`config.mk`:
```
export PLATFORM = sky130hd
export DESIGN_NAME = dmem_bus_bridge
export DESIGN_NICKNAME = d
export VERILOG_FILES = /design/src/rtl/dmem_bus_bridge.sv
export SDC_FILE = /design/constraint.sdc
export NUM_CORES = 1
export LEC_CHECK = 0
export CAP_MARGIN = 15
export CELL_PAD_IN_SITES_DETAIL_PLACEMENT = 0
export CELL_PAD_IN_SITES_GLOBAL_PLACEMENT = 1
export CORE_ASPECT_RATIO = 1.5
export CORE_UTILIZATION = 30
export DETAILED_ROUTE_END_ITERATION = 16
export GPL_TIMING_DRIVEN = 0
export PLACE_DENSITY_LB_ADDON = 0.05
export SLEW_MARGIN = 20
export SYNTH_ARGS = -nofsm -noshare
export SYNTH_HDL_FRONTEND = slang
export SYNTH_SLANG_ARGS = --single-unit
```
`constraint.sdc`:
```
create_clock -name clk_i -period 1.9 [get_ports clk_i]
set_clock_uncertainty 0.15 [all_clocks]
set_input_delay 0.38 -clock clk_i [delete_from_list [all_inputs] [get_ports clk_i]]
set_output_delay 0.38 -clock clk_i [all_outputs]
set_load 0.02 [all_outputs]
```
`src/rtl/dmem_bus_bridge.sv`:
```
// dmem_bus_bridge
//
// Purpose: turns the single-cycle CPU datapath's data-memory access
// (ALU result as address, register-file store data, MemRead/MemWrite) into
// a req/ack transaction toward a variable-latency data memory, and stalls
// the CPU (PC hold, RegWrite suppression) until that transaction completes.
//
// Ports:
//   clk_i, rst_i         clock (rising edge), synchronous active-high reset
//   cpu_addr_i           byte address from the ALU
//   cpu_wdata_i          store data from the register file
//   cpu_memread_i        load request
//   cpu_memwrite_i       store request (wins when both are high)
//   cpu_rdata_o          load data, valid in the DONE cycle, held otherwise
//   cpu_stall_o          CPU must hold PC and suppress RegWrite while high
//   misalign_o           one-cycle pulse after a non-word-aligned request
//   timeout_o            one-cycle pulse (with DONE) on an aborted access
//   mem_req_o            bus request level, high exactly while in REQ
//   mem_we_o             1 = write, 0 = read
//   mem_addr_o           registered address
//   mem_wdata_o          registered store data
//   mem_ack_i            bus completion, one-cycle pulse
//   mem_rdata_i          read data, valid with mem_ack_i
//   dbg_state            current FSM state (IDLE=0, REQ=1, DONE=2)
//
// Handshake: mem_req_o rises on the edge after an aligned request is seen in
// IDLE and stays high, with address/data/we stable, until the edge at which
// mem_ack_i is sampled high. The ack may arrive in the very first REQ cycle.
// An ack sampled in any other state is ignored.
//
// Optional feature: define DMEM_TIMEOUT_EN to abort a REQ that sees no ack
// for TIMEOUT_CYCLES cycles; the abort returns ERR_DATA and pulses timeout_o.

module dmem_bus_bridge #(
  parameter int                DATA_W         = 32,
  parameter int                TIMEOUT_CYCLES = 16,
  parameter logic [DATA_W-1:0] ERR_DATA       = 32'hDEAD_BEEF
) (
  input  logic              clk_i,
  input  logic              rst_i,
  input  logic [DATA_W-1:0] cpu_addr_i,
  input  logic [DATA_W-1:0] cpu_wdata_i,
  input  logic              cpu_memread_i,
  input  logic              cpu_memwrite_i,
  output logic [DATA_W-1:0] cpu_rdata_o,
  output logic              cpu_stall_o,
  output logic              misalign_o,
  output logic              timeout_o,
  output logic              mem_req_o,
  output logic              mem_we_o,
  output logic [DATA_W-1:0] mem_addr_o,
  output logic [DATA_W-1:0] mem_wdata_o,
  input  logic              mem_ack_i,
  input  logic [DATA_W-1:0] mem_rdata_i,
  output logic [1:0]        dbg_state
);

  typedef enum logic [1:0] {
    IDLE = 2'd0,
    REQ  = 2'd1,
    DONE = 2'd2
  } state_t;

  state_t state_q;
  state_t state_d;

  logic cpu_req;
  logic aligned;
  logic timeout_hit;

  assign cpu_req = cpu_memread_i | cpu_memwrite_i;
  assign aligned = (cpu_addr_i[1:0] == 2'b00);

`ifdef DMEM_TIMEOUT_EN
  localparam int CNT_W = $clog2(TIMEOUT_CYCLES + 1);

  // Counts REQ cycles that passed without an ack; the abort fires in the
  // cycle that would make the count reach TIMEOUT_CYCLES. Ack has priority.
  logic [CNT_W-1:0] wait_cnt;
  logic             timeout_q;

  assign timeout_hit = (state_q == REQ) && !mem_ack_i &&
                       (wait_cnt == CNT_W'(TIMEOUT_CYCLES - 1));

  always_ff @(posedge clk_i) begin
    if (rst_i) begin
      wait_cnt  <= '0;
      timeout_q <= 1'b0;
    end else begin
      timeout_q <= timeout_hit;
      if (state_q != REQ) begin
        wait_cnt <= '0;
      end else if (!mem_ack_i) begin
        wait_cnt <= wait_cnt + CNT_W'(1);
      end
    end
  end

  assign timeout_o = timeout_q;
`else
  assign timeout_hit = 1'b0;
  assign timeout_o   = 1'b0;
`endif

  // Next-state logic and combinational outputs.
  always_comb begin
    state_d     = state_q;
    cpu_stall_o = 1'b0;
    mem_req_o   = 1'b0;
    case (state_q)
      IDLE: begin
        if (cpu_req && aligned) begin
          state_d     = REQ;
          cpu_stall_o = 1'b1;
        end
      end
      REQ: begin
        mem_req_o   = 1'b1;
        cpu_stall_o = 1'b1;
        if (mem_ack_i || timeout_hit) begin
          state_d = DONE;
        end
      end
      DONE: begin
        // Release cycle: whatever request is still present belongs to the
        // instruction being released, so it is not restarted.
        state_d = IDLE;
      end
      default: begin
        state_d = IDLE;
      end
    endcase
  end

  // State register and datapath registers.
  always_ff @(posedge clk_i) begin
    if (rst_i) begin
      state_q     <= IDLE;
      mem_we_o    <= 1'b0;
      mem_addr_o  <= '0;
      mem_wdata_o <= '0;
      cpu_rdata_o <= '0;
      misalign_o  <= 1'b0;
    end else begin
      state_q    <= state_d;
      misalign_o <= 1'b0;
      case (state_q)
        IDLE: begin
          if (cpu_req) begin
            if (aligned) begin
              mem_addr_o  <= cpu_addr_i;
              mem_wdata_o <= cpu_wdata_i;
              mem_we_o    <= cpu_memwrite_i;
            end else begin
              // Misaligned: no bus cycle, the CPU proceeds with zero data.
              misalign_o  <= 1'b1;
              cpu_rdata_o <= '0;
            end
          end
        end
        REQ: begin
          if (mem_ack_i) begin
            if (!mem_we_o) begin
              cpu_rdata_o <= mem_rdata_i;
            end
          end else if (timeout_hit) begin
            cpu_rdata_o <= ERR_DATA;
          end
        end
        default: begin
        end
      endcase
    end
  end

  assign dbg_state = state_q;

endmodule

```
; Yosys cells after proc, flatten, opt, wreduce, memory -nomap -nowiden
; Index checks and enable logic that the tools add are counted.
[totals]
reg_bits = 100
in_bits = 101
output_inout_bits = 103
word_cells = 35
[classes]
n_eq_ne = 6
n_mux = 12
bitwise = 3
reduce_logical = 8
[ops]
columns = cell, n
row1 = $mux 32, 4
row2 = $pmux 32 s2, 1
row3 = $ne 2x2->1 const B, 5
row4 = $reduce_and 5->1, 1
row5 = $logic_not 2->1, 2
row6 = $mux 2, 2
row7 = $pmux 2 s2, 1
row8 = $mux 1, 3
row9 = $reduce_and 3->1, 1
row10 = $reduce_or 3->1, 1
row11 = $eq 2x1->1 const B, 1
row12 = $not 1->1, 2
row13 = $pmux 1 s2, 1
row14 = $reduce_and 2->1, 1
row15 = $reduce_bool 2->1, 1
row16 = $logic_and 1x1->1, 1
row17 = $or 1x1->1, 1

; Depth between registers and ports, before layout
[depth]
ltp_word = 4
depth_mapped = 6
mapped_depth_nobuf = 3

; Worst setup path after synthesis
; No wires, ideal clock.
[synth_path]
path_type = flip-flop to output port
start = reg state_q[1], in the netlist dbg_state[1]
end = out cpu_stall_o
path_buffers = 2
arrival_time_ns = 1.283
setup_slack_ns = 0.087
stages_incl_launch_ff = 6
cell_sequence = dfxtp_1 -> buf_2 -> nor2_4 -> buf_2 -> nand3_1 -> o21ai_1
[synth_via]
elab_chain_cells = 2
[synth_rtl]
columns = item, line_no
row1 = from (decl), 64  ; state_t state_q;
row2 = from (signal assigned), 145  ; state_q <= state_d;
row3 = $eq 2x1->1 / $logic_not 2->1 (equally long branches), 110  ; case (state_q)
row4 = $pmux 1 s2 (*), 110
row5 = to (decl), 46  ; output logic cpu_stall_o,
; Mark *: on every way between the ends. The rest lies on a longest branch, timed or not.

; Final worst setup path
; Ends and elaborated chain as after synthesis.

==> qor.txt <==
Final HPWL DP: 11,900 µm
fraction of layout cells with a size suffix above 1: 0.130
total power draw: 4.90 mW
routed vias/inst: 5.35
Rel. slew slack: 0.569
H-tree depth: 3
setup ws final: -0.0261 ns
Fmax: 519 MHz
Area growth syn-to-layout: 60.6%
Port Buf Inserts: 201
first-pass GRT wire length: 25,200 µm
Worst Setup Path Type: flip-flop to output port
dpl ws: -1.28 ns
fin crit period: 1.93 ns
num ports: 204
synth warn: 0
crit path max fanout: 5
Mapped Area: 4450 µm²
CP Capture Type: output port
number of global-route vias before repair: 4,881
GP Congestion: 0.775
GRT overflow: 0
GRT Total Usage: 0.210
Die X: 101 µm
DR DRC count: 0
Root Buffer: clkbuf_16
Initial Util: 0.306
CTS tree: done
number of max-cap violations: 0
Yosys reg bits: 100
# setup viols final: 1
Hold WC Path Type: input port to flip-flop
Final #Nets: 821
PwrDens: 686 nW/µm²
endpoints failing hold: 0
largest net degree at the start of global routing: 18
antenna violations before repair: 1
die area: 15,300 µm²
status: complete, but fails checks
post-detailed-route wirelength per cell: 17.6 µm
LEAKAGE: 2.53 nW
worst path arrival time: 1.40 ns
Post-Syn Nets: 600
deepest clock path buffer count: 2
Startpoint Class: flip-flop
die height: 151 µm
RSZ-0062 raised after global routing: yes
initial drt markers: 126
clk sinks: 100
placement row count: 54
multi-input logic area: 2130 µm²
Critical Path RT: 1.37 ns
Max Transition Viols Final: 0
failing checks: negative setup slack
worst-margin pin slew: 0.647 ns
Worst-Skew Late Latency: 0.34 ns
Avg Synthesized Cell Area: 8.91 µm²
DRT Pass-1 Iters: 4
ANT nets after route: 0
Mapped Cells: 499
sequential fraction of the synthesis area: 0.450
cts bufs inserted: 9
register area: 2010 µm²
via count: 4,934
Synth cell types: 30
peak supply drop: 355 µV
FILL cells: 1,434
Final Cycle Share: 1.01
CTS Hold Buffers Added: 0
core area: 14,500 µm²
WL final: 16,300 µm
Worst-path clk slew: 0.06 ns
sequential cells by signal, indices dropped and copies added (netlist names):
register     cells
mem_wdata_o     32
mem_addr_o      32
mem_we_o         1
cpu_rdata_o     32
dbg_state        2
misalign_o       1
final cells by class:
| class | count | share of cell area |
|---|---|---|
| diodes | 1 | 0.000351 |
| plain buffers | 67 | 0.0524 |
| clock buffers | 10 | 0.0335 |
| clock inverters | 6 | 0.00631 |
| inverters | 1 | 0.000526 |
| multi-input cells | 331 | 0.298 |
| flip-flops and latches | 100 | 0.281 |
| well taps | 196 | 0.0343 |
| repair buffers | 210 | 0.293 |
cells by family after synthesis:
family | Yosys count | synth area share
other | 1 | 0.000843
AND/OR/NAND/NOR | 136 | 0.185
AO/OA/AOI/OAI | 194 | 0.286
buffers and inverters | 68 | 0.0777
flip-flops | 100 | 0.450
metal layers:
layer	part of all wire	routed length [µm]	global-route usage	vias up
met5	0	0	0	-
met4	0.024	394	0.0819	0
met3	0.069	1130	0.0577	26
met2	0.52	8480	0.379	186
met1	0.39	6270	0.231	2346
li1	-	-	-	2376
what timing repair did:
action                                  4_1_cts  5_1_grt
buffers inserted                              6        3
gates resized for setup                      33       11
pin swaps                                     2        1
cloned                                        0        0
endpoints found under the setup margin       24        9
path summary, 6_finish.rpt:
path	startpoint	depth (start not counted)	end	slack, ns
worst max register to register	dbg_state[0]	6	mem_addr_o[6]	0.12
worst max-delay path	dbg_state[1]	6	cpu_stall_o	-0.03
worst min-delay path	cpu_memwrite_i	3	mem_we_o	0.23
worst min register to register	mem_wdata_o[15]	2	mem_wdata_o[15]	0.32
cell usage in the layout, fill, tap and decap left out, types with 2 or more instances in the layout:
cell / synthesis / final
clkdlybuf4s50_1: 0 / 187
dfxtp_1: 100 / 98
a21oi_1: 96 / 96
o31ai_1: 63 / 63
nand4_1: 62 / 62
buf_2: 45 / 40
nand2_1: 24 / 24
a311oi_1: 23 / 23
and2_1: 16 / 16
clkbuf_1: 16 / 15
buf_4: 3 / 14
nand3_1: 10 / 9
clkbuf_16: 0 / 9
nor4bb_1: 8 / 8
a221oi_1: 8 / 8
dlymetal6s2s_1: 0 / 7
buf_6: 3 / 5
dlygate4sd2_1: 0 / 4
or2_1: 3 / 3
clkinvlp_4: 0 / 3
buf_8: 0 / 2
clkbuf_2: 0 / 2
nor2_4: 1 / 2
nand2b_1: 2 / 2
nor3_1: 2 / 2
nor3b_1: 2 / 2
inv_6: 0 / 2
dfxtp_4: 0 / 2
cells in the mapped netlist:
master / n / area [µm²]
nor3b_1: 2 / 15.0
nor2_2: 2 / 12.5
nand2_2: 1 / 6.26
nand4_1: 62 / 388
nor3_1: 2 / 10.0
nand2b_1: 2 / 12.5
buf_2: 45 / 225
nor4bb_1: 8 / 80.1
nand2_1: 24 / 90.1
or2_1: 3 / 18.8
a21oi_1: 96 / 480
a311oi_1: 23 / 201
o31ai_1: 63 / 473
clkbuf_1: 16 / 60.1
and2_1: 16 / 100
nor2b_1: 1 / 6.26
and3b_1: 1 / 8.76
conb_1: 1 / 3.75
a21oi_2: 1 / 8.76
o22ai_4: 1 / 20.0
a311oi_2: 1 / 15.0
and4bb_2: 1 / 12.5
dfxtp_1: 100 / 2000
nand3_1: 10 / 50.1
buf_6: 3 / 33.8
inv_2: 1 / 3.75
a221oi_1: 8 / 70.1
nor2_4: 1 / 11.3
o21ai_1: 1 / 5.00
buf_4: 3 / 22.5
worst max-delay path, cell delays in order, from the launching register on:
cell and delay, ns:
dfxtp_4 0.36, buf_8 0.12, nor2_4 0.15, buf_6 0.13
nand3_4 0.08, o21ai_4 0.08, buf_6 0.14
stage by stage:
step                      TNS [ns]  utilization  std cells  area (µm²)  hold slack [ns]
after floorplan                  0            -        499        4450            0.378
after global placement      -25.63        0.461        896        6700            0.303
after detailed placement    -28.80        0.461        896        6700            0.312
after CTS                  -0.0493        0.488        918        7090            0.323
after global routing       -0.0793        0.491        922        7140            0.244
final                      -0.0261        0.491        922        7140            0.229
power breakdown:
group          internal (mW)  switching (mW)
combinational          0.446           0.489
clock                  0.932           0.830
sequential              2.16          0.0420
total                   3.54            1.36
Note: power is estimated with default switching activity, not from simulation.
